$ cat config.mk
export PLATFORM = sky130hd
export DESIGN_NAME = mem_arbiter
export DESIGN_NICKNAME = d
export VERILOG_FILES = /design/src/rtl/mem_arbiter.sv
export SDC_FILE = /design/constraint.sdc
export NUM_CORES = 1
export LEC_CHECK = 0
export BUFFER_PORTS_ARGS = -buffer_cell sky130_fd_sc_hd__buf_2
export CORE_AREA = 3 3 282 284
export DETAILED_ROUTE_END_ITERATION = 10
export DIE_AREA = 0 0 285 287
export PLACE_DENSITY = 0.5
export SLEW_MARGIN = 30
export SYNTH_ARGS = -nofsm -noshare
export SYNTH_HDL_FRONTEND = slang
export SYNTH_SLANG_ARGS = --single-unit
$ cat constraint.sdc
create_clock -name clk -period 1.7 [get_ports clk]
set_input_delay 0 -clock clk [delete_from_list [all_inputs] [get_ports clk]]
set_output_delay 0 -clock clk [all_outputs]
set_load 0.02 [all_outputs]
$ cat src/rtl/mem_arbiter.sv
// mem_arbiter: merges the I-cache and D-cache 128-bit block requests onto a
// single slow-memory port. One memory transaction is in flight at a time. When
// both clients request together, a round-robin flag picks between them.
//
// Handshakes:
//   Client side: ic_read / dc_read / dc_write are level requests. Each is held
//   with its address and data until the client's ready pulse. ic_ready and
//   dc_ready are registered one-cycle pulses. The matching rdata is valid
//   during that pulse and holds its value afterwards.
//   Memory side: mem_read / mem_write stay asserted, with mem_addr and
//   mem_wdata stable, until memory returns a one-cycle mem_ready pulse. That
//   same pulse qualifies mem_rdata. mem_ready is ignored unless a grant is
//   active.
module mem_arbiter (
   input  logic         clk,
   input  logic         proc_reset_n,
   input  logic         ic_read,
   input  logic [27:0]  ic_addr,
   output logic [127:0] ic_rdata,
   output logic         ic_ready,
   input  logic         dc_read,
   input  logic         dc_write,
   input  logic [27:0]  dc_addr,
   input  logic [127:0] dc_wdata,
   output logic [127:0] dc_rdata,
   output logic         dc_ready,
   output logic         mem_read,
   output logic         mem_write,
   output logic [27:0]  mem_addr,
   output logic [127:0] mem_wdata,
   input  logic [127:0] mem_rdata,
   input  logic         mem_ready,
   output logic [1:0]   dbg_state
);

   typedef enum logic [1:0] {
      S_IDLE    = 2'd0,
      S_GRANT_I = 2'd1,
      S_GRANT_D = 2'd2,
      S_RESP    = 2'd3
   } state_t;

   state_t state;
   // 1 when the most recently completed transaction belonged to the D-cache.
   logic   last_grant_d;
   // Records which client owns the transaction that is currently in RESP.
   logic   resp_d;

   logic   dc_req;
   logic   grant_i;
   logic   grant_d;

   // Arbitration decision for IDLE: a lone requester wins. Under contention,
   // the client that was not served last wins.
   always_comb begin
      dc_req  = dc_read | dc_write;
      grant_d = dc_req & (~ic_read | ~last_grant_d);
      grant_i = ic_read & (~dc_req | last_grant_d);
   end

   assign dbg_state = state;

   // Transaction FSM. All memory-side strobes and client-side outputs are
   // registered here.
   always_ff @(posedge clk) begin
      if (!proc_reset_n) begin
         state        <= S_IDLE;
         last_grant_d <= 1'b0;
         resp_d       <= 1'b0;
         mem_read     <= 1'b0;
         mem_write    <= 1'b0;
         mem_addr     <= 28'h0;
         mem_wdata    <= 128'h0;
         ic_rdata     <= 128'h0;
         dc_rdata     <= 128'h0;
         ic_ready     <= 1'b0;
         dc_ready     <= 1'b0;
      end else begin
         case (state)
            S_IDLE: begin
               if (grant_d) begin
                  // A simultaneous read+write from the D-cache is treated as a write-back.
                  mem_addr  <= dc_addr;
                  mem_wdata <= dc_wdata;
                  mem_write <= dc_write;
                  mem_read  <= ~dc_write;
                  state     <= S_GRANT_D;
               end else if (grant_i) begin
                  // The I-cache only reads, so mem_wdata keeps its last value.
                  mem_addr  <= ic_addr;
                  mem_read  <= 1'b1;
                  mem_write <= 1'b0;
                  state     <= S_GRANT_I;
               end
            end

            S_GRANT_I: begin
               // Strobes, address and data hold until memory completes; there is no timeout.
               if (mem_ready) begin
                  ic_rdata  <= mem_rdata;
                  ic_ready  <= 1'b1;
                  mem_read  <= 1'b0;
                  mem_write <= 1'b0;
                  resp_d    <= 1'b0;
                  state     <= S_RESP;
               end
            end

            S_GRANT_D: begin
               // Write-backs also load dc_rdata; the D-cache disregards it.
               if (mem_ready) begin
                  dc_rdata  <= mem_rdata;
                  dc_ready  <= 1'b1;
                  mem_read  <= 1'b0;
                  mem_write <= 1'b0;
                  resp_d    <= 1'b1;
                  state     <= S_RESP;
               end
            end

            S_RESP: begin
               // Requests sampled here are still the ones that were just served, so they are ignored.
               ic_ready     <= 1'b0;
               dc_ready     <= 1'b0;
               last_grant_d <= resp_d;
               state        <= S_IDLE;
            end

            default: begin
               state <= S_IDLE;
            end
         endcase
      end
   end

endmodule
* After elaboration in Yosys (flattened, before gate mapping)
Index checks and enable logic that the tools add are counted.
** Storage, ports and cells
- Flip-flop bits (word level) :: 420
- Bits of input ports :: 318
- Word-level logic and storage cells :: 60
** Operators by class
- Equality and inequality tests :: 7
- Muxes and demuxes :: 17
- Bitwise logic cells :: 9
- Reduce and logical (&&, ||, !) cells :: 16
** Operators by type and width (count)
- 28-bit two-way mux :: 2
- 2-bit AND reduction :: 7
- 1-bit case mux with 2 select lines :: 5
- 2-bit nonzero test :: 5
- 1-bit two-way mux :: 6
- 2-bit two-way mux :: 3
- 2-bit case mux with 3 select lines :: 1
- 3-bit AND reduction :: 2
- 2-bit equality test, second input constant :: 2
- 2-bit inequality test, second input constant :: 2
- 1-bit NOT :: 4
- 3-bit inequality test, second input constant :: 1
- 1-bit OR :: 3
- 1-bit bitwise AND :: 2
- 2-bit by 1-bit equality test with 1-bit output, second input constant :: 1
- 2-bit logical NOT :: 1
- 2-bit by 1-bit inequality test with 1-bit output, second input constant :: 1
- 2-bit OR reduction :: 1

* Depth between registers and ports, before layout
- Depth in word-level cells :: 7
- Depth in mapped cells :: 7

* Worst setup path before layout
Ideal clock, no wire load.
- Path type :: register to register
- Start point :: register state[0] (netlist: dbg_state[0])
- End point :: register mem_wdata[10]
- Arrival time :: 1632 ps
- Slack :: -2 ps
- Cell stages (with the launch flop) :: 8
- Buffers on the path :: 2
- Period minus slack after synthesis :: 1702 ps
- Cell sequence :: dfxtp_1 > inv_1 > ha_1 > inv_2 > clkbuf_1 > clkbuf_1 > o21ai_0 > a21oi_1
** Between the ends
- Cells in the longest elaborated chain, start to end :: 2
** RTL lines
- from (decl) :: line 43 : state_t state;
- from (signal assigned) :: line 67 : state <= S_IDLE;
- from (signal assigned) :: line 87 : state <= S_GRANT_D;
- from (signal assigned) :: line 93 : state <= S_GRANT_I;
- 2-bit logical NOT :: line 79 : case (state)
- 2-bit AND reduction (no line)
- to (signal assigned) :: line 84 : mem_wdata <= dc_wdata;
- to (decl) :: line 30 : output logic [127:0] mem_wdata,
No other way between the ends.
A chain may end at the register's enable or synchronous reset.

* Worst setup path in the final report
- Start point :: register state[0] (netlist: dbg_state[0])
- End point :: register mem_read
** Between the ends
- Cells in the longest elaborated chain, start to end :: 4
- Elaborated cells on any way between the ends :: 9
- Those cells by class :: eq/ne: 4; mux: 1; reduce/logical: 4
** RTL lines
- 2-bit equality test / 2-bit by 1-bit equality test with 1-bit output (equally long branches) :: line 79
- 2-bit OR reduction (no line)
- 2-bit by 1-bit inequality test with 1-bit output (no line) / 2-bit nonzero test (equally long branches)
- 3-bit AND reduction (no line)
- to (signal assigned) :: line 86 : mem_read <= ~dc_write;
- to (decl) :: line 27 : output logic mem_read,
Several ways; a longest one is shown, not always the timed one.

==> reports/qor.yml <==
run_status:
  status: "completed"
power_and_ir_drop:
  finalPower_w: 0.03696
  p_leak_nw: 11.05
  ir_worst_vdd_uv: 869.7
  p_per_area_nw_per_um2: 1458
synthesis:
  syn_area_sq_um: 15140
  synth_edf_count: 0
  synth_top_area_share_pct: 55.52
  synth_nets: 2228
  synth_cell_types: 32
  synth_flop_cell: "dfxtp_1"
  synth.largest_area_cell: "dfxtp_1"
  ys_warn_count: 0
  synth-seq-cells: 420
  async_reset_ff_share_pct: 0
  avgSynthCellArea_sq_um: 7.949
  synthTopCellsByArea: "dfxtp_1 56%, nand2_1 14%, a21oi_1 13%, o21ai_0 5.3%, nand3_1 4.2%"
  seq_area_frac_synth_pct: 55.52
  syn_inst: 1905
sta:
  finalSetupViolCount: 0
  hold_violations: 0
  tightestPinTransition_ns: 0.4964
  slew_headroom_pct: 66.91
  slew_violations: 0
  max_freq_mhz: 630.5
  fin_crit_sh_pct: 93.30
  fin_crit_ns: 1.586
  rsz0062_at_grt: "true"
  fin_skew_ns: 0.01828
floorplanning:
  die_area_sq_um: 81800
  initial_core_util_pct: 19.58
  die_x_um: 285
  num_rows: 102
  coreArea_sq_um: 77340
  ioPinCount: 736
  chipHeight_um: 287
critical_path:
  startpoint_type: "flip-flop"
  path_buf_inv: 1
  critPathRequiredTime_ns: 2.21
  cp_top_family: "simple AND/OR/NAND/NOR gates"
  r2r_setup_slack_ns: 0.11
  critPathMaxFanout: 5
  slowest_delay_ns: 0.40
  cp-end-kind: "flip-flop"
  path_cells: "inv_1 -> ha_4 -> nor2b_1 -> nor3_1 -> mux2i_1"
  critPathKind: "flip-flop to flip-flop"
  cp_data_arrival_time_ns: 2.10
  cp_slowest_cell: "dfxtp_1"
clocking:
  cts.sinks: 420
  htree_levels: 2
  cts_tree: "done"
  clk_latency_ns: 0.58
  clock_tree.buffer_depth: 3
  root_buffer: "clkbuf_16"
  clk_pin_slew_ns: 0.06
  cts_buffers: 49
min_path:
  hold_class: "input port to flip-flop"
global_route:
  grt_pass1_wl_mm: 102.5
  antenna_found_initial: 6
  grt_overflow_total: 0
  grt_pass1_vias: 16920
  grt_max_degree: 104
  grtUsageTotal_pct: 15.87
drt:
  route.met3.wl_mm: 5.204
  ant_nets: 0
  wl_met1_mm: 27.87
  drc: 0
  vias: 17200
  met2_length_mm: 34.17
  wl_per_cell_um: 17.61
  vias_per_cell: 4.311
  finalWirelength_mm: 70.26
  drt-initial-drc-count: 775
  firstDrtPassIters: 5
  top_layer_used: "met5"
cells_and_area:
  layout-drive-gt1-share_pct: 30.56
  multi_input_area_sq_um: 6061
  nets: 3237
  regArea_sq_um: 8408
  area_growth_syn_to_layout_pct: 67.37
  fillers: 8298
  stdcell_area_sq_um: 25350
  final_cells: 3990
  utilization_pct: 32.77
placed_design:
  hpwl_mm: 48.66
  place.gp.congestion: 0.8275
  io_buffer_count: 735
  placed_area_sq_um: 20430
  dp.cells: 3581
run:
  cap_violations: 0
[layer usage]
metal / GRT usage, % / up-vias
met5: 0 / -
met4: 6.627 / 2
met3: 4.370 / 116
met2: 27.70 / 631
met1: 18.26 / 8040
li1: - / 8412
[worst paths after layout]
kind | startpoint | end | cells after the start
worst max-delay path | dbg_state[0] | mem_read | 5
worst min-delay path | dc_wdata[0] | mem_wdata[0] | 4
worst max register to register | dbg_state[0] | mem_read | 5
worst min register to register | dc_rdata[40] | dc_rdata[40] | 2
[worst reg2reg max path: stages (launching register included)]
cell,delay (ns)
dfxtp_1,0.40
inv_1,0.12
ha_4,0.25
nor2b_1,0.15
nor3_1,0.37
mux2i_1,0.22
[state kept, by name (all words and copies together) (netlist names)]
name          cells
dc_ready          1
mem_read          1
mem_wdata       128
ic_ready          1
dc_rdata        128
dbg_state         2
mem_addr         28
resp_d            1
ic_rdata        128
last_grant_d      1
mem_write         1
[stage by stage]
step	worst slack (ns)	hold WS (ns)	TNS [ns]
final	0.1140	0.2235	0
after global routing	-0.02204	0.1899	-0.05997
after CTS	0.009412	0.1593	0
after detailed placement	0.03397	0.2576	0
after global placement	0.06789	0.2534	0
after floorplan	-0.002017	0.1360	-0.2016
[Yosys cell counts (all sizes together) (3+ instances only)]
| master | count |
|---|---|
| a21oi | 389 |
| a31oi | 28 |
| buf | 77 |
| clkbuf | 94 |
| dfxtp | 420 |
| ha | 5 |
| inv | 4 |
| mux2i | 4 |
| nand2 | 572 |
| nand3 | 128 |
| nor2 | 3 |
| nor2b | 3 |
| o21ai | 160 |
[placed cells by master, fill, tap and decap left out, drive strengths merged, types with 3 or more instances in the layout]
cell type    netlist  routed
a21oi            389     389
inv                4       3
clkbuf            94      76
nor2               3       3
bufinv             0       3
nand3            128     128
clkinv             0       6
dlygate4sd3        0     317
nor2b              3       3
clkinvlp           0       3
mux2i              4       4
dfxtp            420     420
nand2            572     572
o21ai            160     160
ha                 5       5
a31oi             28      28
buf               77     810
[power by group]
part	switching [W]	internal, W	leakage, nW
Combinational	0.00877	0.00480	6.83
Clock	0.00429	0.00641	0.792
Sequential	0.000910	0.0118	3.43
Total	0.0140	0.0230	11.1
[area by class of cell]
cell class              count  share of cell area, %
inverters                   4                0.09379
clock inverters            11                 0.5578
repair buffers           1129                  31.27
diodes                      2                0.01975
well taps                1040                  5.134
flip-flops and latches    420                  33.17
clock buffers              74                  5.840
multi-input cells        1310                  23.91
[timing repair]
item	in CTS	in global routing
hold endpoints to repair	418	0
buffers inserted	0	3
endpoints found under the setup margin	0	155
gates resized for setup	0	7
hold buffers	317	0
[kinds of logic (layout without fill, tap and decap cells)]
logic type               count (synthesis)  in the layout  synth area share, %
adder cells (fa/ha/maj)                  5              5               0.4131
multiplexers                             4              4               0.2644
other                                    0              2                    0
buffers and inverters                  175           1218                4.941
flip-flops                             420            420                55.52
AND/OR/NAND/NOR                        716            716                19.07
AO/OA/AOI/OAI                          585            585                19.79
No activity file was read; power rests on OpenSTA's default activity.
